File: src/rtl/grom_boot_ctrl.sv
// Boot loader for the program RAM: holds the CPU in reset while a length-prefixed
// byte stream is written into RAM, then hands the RAM port back to the CPU.
module grom_boot_ctrl #(
  parameter int RELEASE_CYCLES = 4
) (
  input  logic        i_Clk,
  input  logic        reset,
  input  logic        i_Start,
  input  logic        i_Rx_Valid,
  input  logic [7:0]  i_Rx_Byte,
  output logic        o_Rx_Ready,
  input  logic [11:0] i_Cpu_Addr,
  input  logic [7:0]  i_Cpu_Data,
  input  logic        i_Cpu_We,
  input  logic        i_Cpu_Ioreq,
  output logic        o_Cpu_Reset,
  output logic [11:0] o_Mem_Addr,
  output logic [7:0]  o_Mem_Data,
  output logic        o_Mem_We,
  output logic        o_Busy,
  output logic        o_Done
);

  localparam logic [3:0] CNT_LAST = 4'(RELEASE_CYCLES - 1);

  typedef enum logic [2:0] {
    S_LEN_HI  = 3'd0,
    S_LEN_LO  = 3'd1,
    S_DATA    = 3'd2,
    S_RELEASE = 3'd3,
    S_IDLE    = 3'd4
  } state_t;

  state_t      r_State, w_Next;
  logic [11:0] r_Len;
  logic [11:0] r_Addr;
  logic [3:0]  r_Cnt;
  logic        r_Done;

  logic        w_Xfer;
  logic [11:0] w_Len_M1;
  logic        w_Last;
  logic        w_Cnt_End;

  assign w_Xfer    = i_Rx_Valid & o_Rx_Ready;
  assign w_Len_M1  = r_Len - 12'd1;
  // len==0 wraps to 0xFFF, giving a full 4096-byte load
  assign w_Last    = (r_Addr == w_Len_M1);
  assign w_Cnt_End = (r_Cnt == CNT_LAST);

  always_ff @(posedge i_Clk or posedge reset) begin
    if (reset) r_State <= S_LEN_HI;
    else       r_State <= w_Next;
  end

  always_comb begin
    w_Next      = r_State;
    o_Rx_Ready  = 1'b0;
    o_Cpu_Reset = 1'b1;
    o_Busy      = 1'b1;
    o_Mem_Addr  = r_Addr;
    o_Mem_Data  = i_Rx_Byte;
    o_Mem_We    = 1'b0;
    case (r_State)
      S_LEN_HI: begin
        o_Rx_Ready = 1'b1;
        if (w_Xfer) w_Next = S_LEN_LO;
      end
      S_LEN_LO: begin
        o_Rx_Ready = 1'b1;
        if (w_Xfer) w_Next = S_DATA;
      end
      S_DATA: begin
        o_Rx_Ready = 1'b1;
        o_Mem_We   = w_Xfer;
        if (w_Xfer && w_Last) w_Next = S_RELEASE;
      end
      S_RELEASE: begin
        if (w_Cnt_End) w_Next = S_IDLE;
      end
      S_IDLE: begin
        o_Cpu_Reset = 1'b0;
        o_Busy      = 1'b0;
        o_Mem_Addr  = i_Cpu_Addr;
        o_Mem_Data  = i_Cpu_Data;
        o_Mem_We    = i_Cpu_We & ~i_Cpu_Ioreq;
        if (i_Start) w_Next = S_LEN_HI;
      end
      default: w_Next = S_LEN_HI;
    endcase
  end

  // Load datapath: length, load address and release timer
  always_ff @(posedge i_Clk or posedge reset) begin
    if (reset) begin
      r_Len  <= '0;
      r_Addr <= '0;
      r_Cnt  <= '0;
      r_Done <= 1'b0;
    end else begin
      r_Done <= (r_State == S_RELEASE) && w_Cnt_End;
      case (r_State)
        S_LEN_HI: if (w_Xfer) r_Len[11:8] <= i_Rx_Byte[3:0];
        S_LEN_LO: begin
          if (w_Xfer) begin
            r_Len[7:0] <= i_Rx_Byte;
            r_Addr     <= '0;
          end
        end
        S_DATA: begin
          if (w_Xfer) r_Addr <= r_Addr + 12'd1;
          r_Cnt <= '0;
        end
        S_RELEASE: r_Cnt <= r_Cnt + 4'd1;
        default: ;
      endcase
    end
  end

  assign o_Done = r_Done;

endmodule

File: config.mk
export PLATFORM = sky130hd
export DESIGN_NAME = grom_boot_ctrl
export DESIGN_NICKNAME = d
export VERILOG_FILES = /design/src/rtl/grom_boot_ctrl.sv
export SDC_FILE = /design/constraint.sdc
export NUM_CORES = 1
export LEC_CHECK = 0
export ABC_CLOCK_PERIOD_IN_PS = 1950
export CELL_PAD_IN_SITES_DETAIL_PLACEMENT = 0
export CELL_PAD_IN_SITES_GLOBAL_PLACEMENT = 1
export CORE_ASPECT_RATIO = 2
export CORE_UTILIZATION = 40
export CTS_CLUSTER_SIZE = 30
export DETAILED_ROUTE_END_ITERATION = 12
export DONT_BUFFER_PORTS = 1
export GPL_ROUTABILITY_DRIVEN = 0
export PLACE_DENSITY = 0.72
export SETUP_SLACK_MARGIN = 0.02
export SYNTH_ARGS = -nofsm -noshare
export SYNTH_HDL_FRONTEND = slang
export SYNTH_SLANG_ARGS = --single-unit
File: constraint.sdc
create_clock -name i_Clk -period 1.95 [get_ports i_Clk]
set_clock_uncertainty 0.05 [all_clocks]
set_input_delay 0.195 -clock i_Clk [delete_from_list [all_inputs] [get_ports i_Clk]]
set_output_delay 0.195 -clock i_Clk [all_outputs]
set_load 0.05 [all_outputs]
==> metrics.txt, run 1 <==
outcome=finished with violations; failing checks=negative hold slack; area grow syn2layout=19.2%; ANT cells=0; routed vias/inst=approximately 5.7; final setup margin=about 0.076 ns; Total Routing Usage GR=21.8%; H-tree Lvls=2; Clock Sinks=32; worst setup path end=o_Mem_Addr[6]; FF+latch count, synth=32; HP Class=in2reg; Netlist Area Pre-Place=roughly 2100 µm²; Critical Path AT=1.63 ns; vias=1840; Initial Utilization=41.5%; PwrDens=1320 nW/µm²; share of the synthesized area in the top cell type=37.5%; Hold Fails Final Rpt=1; # fillers=522; part of the cycle the worst path needs=96.1%; core area=5140 µm²; CP peak stage delay=around 0.48 ns; Async S/R FF share, synth=100%; CTS tree=done; GR Overflow Total=0; FF-to-FF Start=r_Len[5]$_DFFE_PP0P_; family with the most delay on the worst path=multiplexers; Finished Core Util=49.5%; Post-Synthesis Cells=236; dominant cell type by area after synthesis=dfrtp_1; number of synthesized flops with an enable pin=0; Die Ht=105 µm; Max Clock Freq=~530 MHz; Crit Path Class=reg2out; number of nets with antenna violations after routing=0; clock period minus final worst setup slack=between 1.5 and 2 ns; worst-path fanout max=15; Post-Syn Area per Cell=9.04 µm²; Syn Nets=273; Tot Pwr=0.00336 W; DRT iter0 DRCs=42; WL final=~5.4 mm; Reg2Reg Setup Slack=about 0.076 ns; synth top area cells=dfrtp_1 38%, mux2_2 13%, nand2_1 5.8%, o21ai_0 5.2%, xor2_1 2.5%; Remaining DRCs=0; Setup crit end kind=primary output; clock slew seen by the registers of the worst setup and hold paths=about 0.070 ns; root buf cell=clkbuf_8; Reg2Reg Capture Point=r_State[0]$_DFFE_PP0P_; Placement Setup Slack=0.0477 ns; fin nets=301; number of max-cap violations=0; global-route wire length before repair=8.92 mm; critical path depth=4; RSZ-0062 raised after global routing=true; TritonCTS Buffers=5; Detailed Place HPWL=4.13 mm; dominant synthesized flop cell=dfrtp_1; TNS Setup=0 ns; Worst VDD drop=579 µV; share of layout cells above drive strength 1=roughly 24%; Synth cell types=52; Worst path slowest cell=mux2_2; number of cell rows=37; multi-input logic area=1280 µm²; First-pass DRT Iterations=4; final setup vio count=0; Slew @ Worst Pin=roughly 0.45 ns; count of input and output buffers=0; hold_ws=-0.000380 ns; CP Launch Point=r_State[0]$_DFFE_PP0P_; final slew viol count=0; Critical Path RT=1.70 ns; CP bufs+invs=1; vias in the first global route=1891; worst-path cell chain=nor2_1 > and2_1 > buf_6 > mux2_2; Yosys warnings=0; Die ar.=5650 µm²; CTS max path bufs=2; Clk Latency, worst-skew pair=0.28 ns; DR WL/cell=between 15 and 20 µm; pin count of the biggest net entering global routing=33; Seq/Total Area, Yosys=37.5%; reg2reg path depth=5; critical path startpoint category=flop; LEAKAGE=approximately 1.1 nW; Register Area=801 µm²; initial antenna violation count=0; Die W=53.7 µm; Slew HR=69.8%; I/O pin total=59
-- synth_stat cells, types with 5 or more instances --
master	n
nor3_1	6
dfrtp_1	32
nand3_1	10
nor2_1	13
nand2_1	33
nand4_1	6
buf_2	5
inv_1	6
o21ai_0	22
xor2_1	6
clkbuf_1	5
mux2_2	24
-- worst reg2reg max path, delay by kind of cell, from the launching register on --
kind	cells	cell delay, ns
AO/OA/AOI/OAI	2	0.27
flip-flops	1	0.42
multiplexers	1	0.33
AND/OR/NAND/NOR	2	0.75
-- how the worst min path moves through the flow --
stage                             from                      to  cells after the start
after floorplan                i_Start  r_State[2]$_DFFE_PP0P_                      1
after global placement           reset    r_Len[9]$_DFFE_PP0P_                      2
after detailed placement         reset   r_Len[11]$_DFFE_PP0P_                      2
after CTS                 i_Rx_Byte[2]    r_Len[2]$_DFFE_PP0P_                      2
after global routing      i_Rx_Byte[3]   r_Len[11]$_DFFE_PP0P_                      1
final                     i_Rx_Byte[2]    r_Len[2]$_DFFE_PP0P_                      2
-- logic make-up after synthesis --
family / Yosys count / synth area share (%)
fa+ha+maj: 3 / 1.76
buf+inv: 17 / 3.46
flops: 32 / 37.5
mux: 26 / 13.7
compound gates: 48 / 14.0
simple gates: 100 / 25.5
xor+xnor: 10 / 4.10
-- sequential cells by signal, summed over array words and instances, names as in the netlist --
name,flops
o_Done,1
r_Addr,12
r_Cnt,4
r_Len,12
r_State,3
-- routing by layer --
layer  track usage, %  wire length (µm)  vias to the layer above
li1                 -                 -                      910
met1             23.3              2060                      890
met2             39.4              3050                       31
met3             2.60                99                        9
met4             10.7               184                        0
met5                0                 0                        -
-- cell type report --
type                    instances  share of cell area, %
repair buffers                 32                   10.9
inverters                       6                  0.885
clock buffers                   8                   3.54
multi-input cells             187                   50.4
flip-flops and latches         32                   31.5
well taps                      58                   2.85
-- through the flow --
step                cell area, µm²  instances  hold slack (ns)
global placement              2350        306            0.154
floorplan                     2150        236            0.245
finish                        2540        323        -0.000380
detailed placement            2350        306            0.162
global route                  2540        323          0.00192
CTS                           2520        322          0.00124
-- report_power, final --
| part | switching, W | internal [W] | total [W] |
|---|---|---|---|
| sequential | 0.000180 | 0.000858 | 0.00104 |
| clock | 0.000246 | 0.000288 | 0.000534 |
| combinational | 0.00104 | 0.000743 | 0.00179 |
-- cell usage in the layout, fill, tap and decap left out, drive strengths merged, types with 3 or more instances in the layout --
master,synthesis,routed
dlygate4sd3,0,8
buf,6,24
nand2,33,33
o31ai,3,3
inv,6,6
nor3,7,7
nand4,6,6
nor2,13,13
xnor2,4,4
mux2,25,25
nand2b,4,4
o21ai,24,24
dfrtp,32,32
nor2b,4,4
nand3,11,11
ha,3,3
a21oi,4,4
and2,4,4
xor2,6,6
clkbuf,5,8
-- repair_timing --
| action | CTS | global route |
|---|---|---|
| pin swaps | 0 | 0 |
| endpoints found under the setup margin | 6 | 16 |
| endpoints found under the hold margin | 39 | 0 |
| setup buffers | 0 | 1 |
| hold buffers | 8 | 0 |
| resized for setup | 0 | 4 |
No activity file was read; power rests on OpenSTA's default activity.
==> inputs of run 2 (changes only) <==
- ABC_AREA: default -> 1
- PLACE_DENSITY: 0.72 -> 0.76
- SLEW_MARGIN: default -> 20
==> metrics.txt, run 2 <==
part of the cycle the worst path needs=96.6% (+0.50 points); number of cell rows=37 (unchanged); number of synthesized flops with an enable pin=0 (unchanged); Total Routing Usage GR=23.0% (+1.2 points); First-pass DRT Iterations=5 (+1); global-route wire length before repair=9.55 mm (+7.0%); TritonCTS Buffers=5 (unchanged); Critical Path RT=1.70 ns (about the same); Crit Path Class=reg2out; fin nets=396 (+32%); final slew viol count=0 (unchanged); Largest regs=r_Addr: 12 flops, r_Len: 12 flops, r_Cnt: 4 flops; I/O pin total=59 (unchanged); Worst path slowest cell=dfrtp_1; hold_ws=0.0180 ns (+0.0184 ns); root buf cell=clkbuf_8; most frequent cells in the layout=107 x nand2_1, 37 x inv_1, 33 x nor2_1; Post-Syn Area per Cell=6.71 µm² (-26%); family with the most delay on the worst path=buffers and inverters; worst-path cell chain=inv_2 > nand3_4 > inv_2 > buf_6 > nand2_1 > o21ai_1 > buf_12; Netlist Area Pre-Place=2180 µm² (+2.2%); H-tree Lvls=2 (unchanged); CTS tree=done; ANT cells=0 (unchanged); share of layout cells above drive strength 1=18.3% (-5.8 points); Placed Cells=405 (+32%); Slew HR=69.5% (-0.36 points); WL final=6.03 mm (+12%); RSZ-0062 raised after global routing=true; Initial Utilization=42.1% (+0.52 points); most frequent cells after synthesis=107 x nand2_1, 39 x inv_1, 36 x o21ai_0; Post-Synthesis Cells=325 (+38%); Hold Fails Final Rpt=0 (-1); number of nets with antenna violations after routing=0 (unchanged); synth top area cells=dfrtp_1 37%, nand2_1 18%, o21ai_0 8.3%, inv_1 6.7%, nor2_1 5.7%; Clock Sinks=32 (unchanged); CP peak stage delay=0.43 ns (-0.05 ns); Synth cell types=30 (-42%); final setup margin=0.0664 ns (-0.00980 ns); initial antenna violation count=0 (unchanged); clock slew seen by the registers of the worst setup and hold paths=0.08 ns (about the same); CP bufs+invs=4 (+3); Setup crit end kind=primary output; Placement Setup Slack=0.218 ns (+0.170 ns); Detailed Place HPWL=4.77 mm (+16%); final setup vio count=0 (unchanged); vias in the first global route=2078 (+9.9%); DR WL/cell=14.4 µm (-14%); PwrDens=1460 nW/µm² (+11%); Slew @ Worst Pin=0.458 ns (+0.00539 ns); TNS Setup=0 ns (unchanged); dominant synthesized flop cell=dfrtp_1; Syn Nets=362 (+33%); worst-path fanout max=13 (-2); Final Cell Area=2910 µm² (+14%); Worst VDD drop=991 µV (+71%); DRT iter0 DRCs=48 (+14%); Die Ht=106 µm (+1.1%); clock period minus final worst setup slack=1.88 ns (+0.00980 ns); CTS max path bufs=2 (unchanged); GR Overflow Total=0 (unchanged); cell repeated most along the worst path=inv_2; Clk Latency, worst-skew pair=0.29 ns (about the same); count of input and output buffers=0 (unchanged); routed vias/inst=5.12 (-10%); FF+latch count, synth=32 (unchanged); LEAKAGE=1.42 nW (+27%); area grow syn2layout=33.3%; Final Non-Filler Cells=418 (+29%); placed standard-cell area=2710 µm² (+15%); most numerous cell in the Yosys netlist=nand2_1; dominant cell type by area after synthesis=dfrtp_1; outcome=completed; Die ar.=5770 µm² (+2.1%); HP Class=in2reg; number of max-cap violations=0 (unchanged); critical path startpoint category=flop; Async S/R FF share, synth=100% (unchanged); vias=2142 (+16%); Die W=54.2 µm (+1.0%); commonest non-fill, non-tap cell in the layout=nand2_1; core area=5180 µm² (+0.90%); Reg2Reg Setup Slack=0.19 ns (+0.11 ns); Seq/Total Area, Yosys=36.7% (-0.80 points); Critical Path AT=1.64 ns (about the same); Yosys warnings=0 (unchanged); pin count of the biggest net entering global routing=33 (unchanged); share of the synthesized area in the top cell type=36.7% (-0.80 points); Max Clock Freq=531 MHz (-0.52%); Remaining DRCs=0 (unchanged)
-- run 2: changes by cell type in the layout (fill, tap and decap cells not counted), moves of 6 or more --
cell / change
inv_2: +7
inv_1: +31
nand3_1: +9
o21ai_2: +6
nand2_1: +75
nor3_1: -6
o21ai_1: +7
nor2_1: +20
buf_12: +20
mux2_2: -24
dlygate4sd3_1: -7
buf_4: -13
-- run 2: path summary, 6_finish.rpt --
kind                                         from                     end  cells after the start
hold / removal                       i_Rx_Byte[5]    r_Len[5]$_DFFE_PP0P_                      2
max in group asynchronous                   reset    r_Cnt[0]$_DFFE_PP0P_                      3
setup reg to reg             r_Len[0]$_DFFE_PP0P_  r_State[0]$_DFFE_PP0P_                     13
min in group asynchronous                   reset  r_Addr[11]$_DFFE_PP0P_                      3
setup / recovery           r_State[0]$_DFFE_PP0P_           o_Mem_Addr[1]                      7
hold reg to reg              r_Len[1]$_DFFE_PP0P_    r_Len[1]$_DFFE_PP0P_                      2
-- run 2: kinds of logic (layout without fill, tap and decap cells) --
kind of cell / count (synthesis) / in the layout / share of synthesized area (%)
AND/OR/NAND/NOR: 177 / 177 / 35.5
XOR/XNOR: 12 / 12 / 4.82
flip-flops: 32 / 32 / 36.7
AO/OA/AOI/OAI: 51 / 51 / 12.4
buffers and inverters: 50 / 85 / 8.89
adder cells (fa/ha/maj): 3 / 3 / 1.72
-- run 2: area by class of cell --
type,instances,area (µm²)
multi-input cells,243,1220
repair buffers,33,520
inverters,44,165
fillers,504,2280
clock inverters,1,30.0
well taps,58,72.6
clock buffers,7,96.3
flip-flops and latches,32,801
-- run 2: stage by stage --
step	util, %	total power, W
floorplan	-	0.00269
global placement	52.2	0.00346
detailed placement	52.2	0.00349
CTS	55.0	0.00423
global route	56.1	0.00456
finish	56.1	0.00425
-- run 2: layer usage --
metal,vias up,wire length (µm),GRT usage (%),part of all wire (%)
met5,-,0,0,0
met1,983,2340,25.5,39
met4,0,135,8.97,2.2
li1,1093,-,-,-
met3,9,185,2.72,3.1
met2,57,3370,41.5,56
-- run 2: timing repair --
action | CTS | global route
pin swaps | 0 | 1
endpoints found under the setup margin | 12 | 21
resized for setup | 4 | 7
hold endpoints to repair | 32 | 0
hold buffers | 1 | 0
buffers inserted | 0 | 4
-- run 2: report_power, final --
part / total [W] / leakage (nW) / switching, W / internal, W
Combinational: 0.00234 / 0.940 / 0.00139 / 0.000942
Clock: 0.000715 / 0.0645 / 0.000264 / 0.000451
Sequential: 0.00120 / 0.413 / 0.000307 / 0.000893
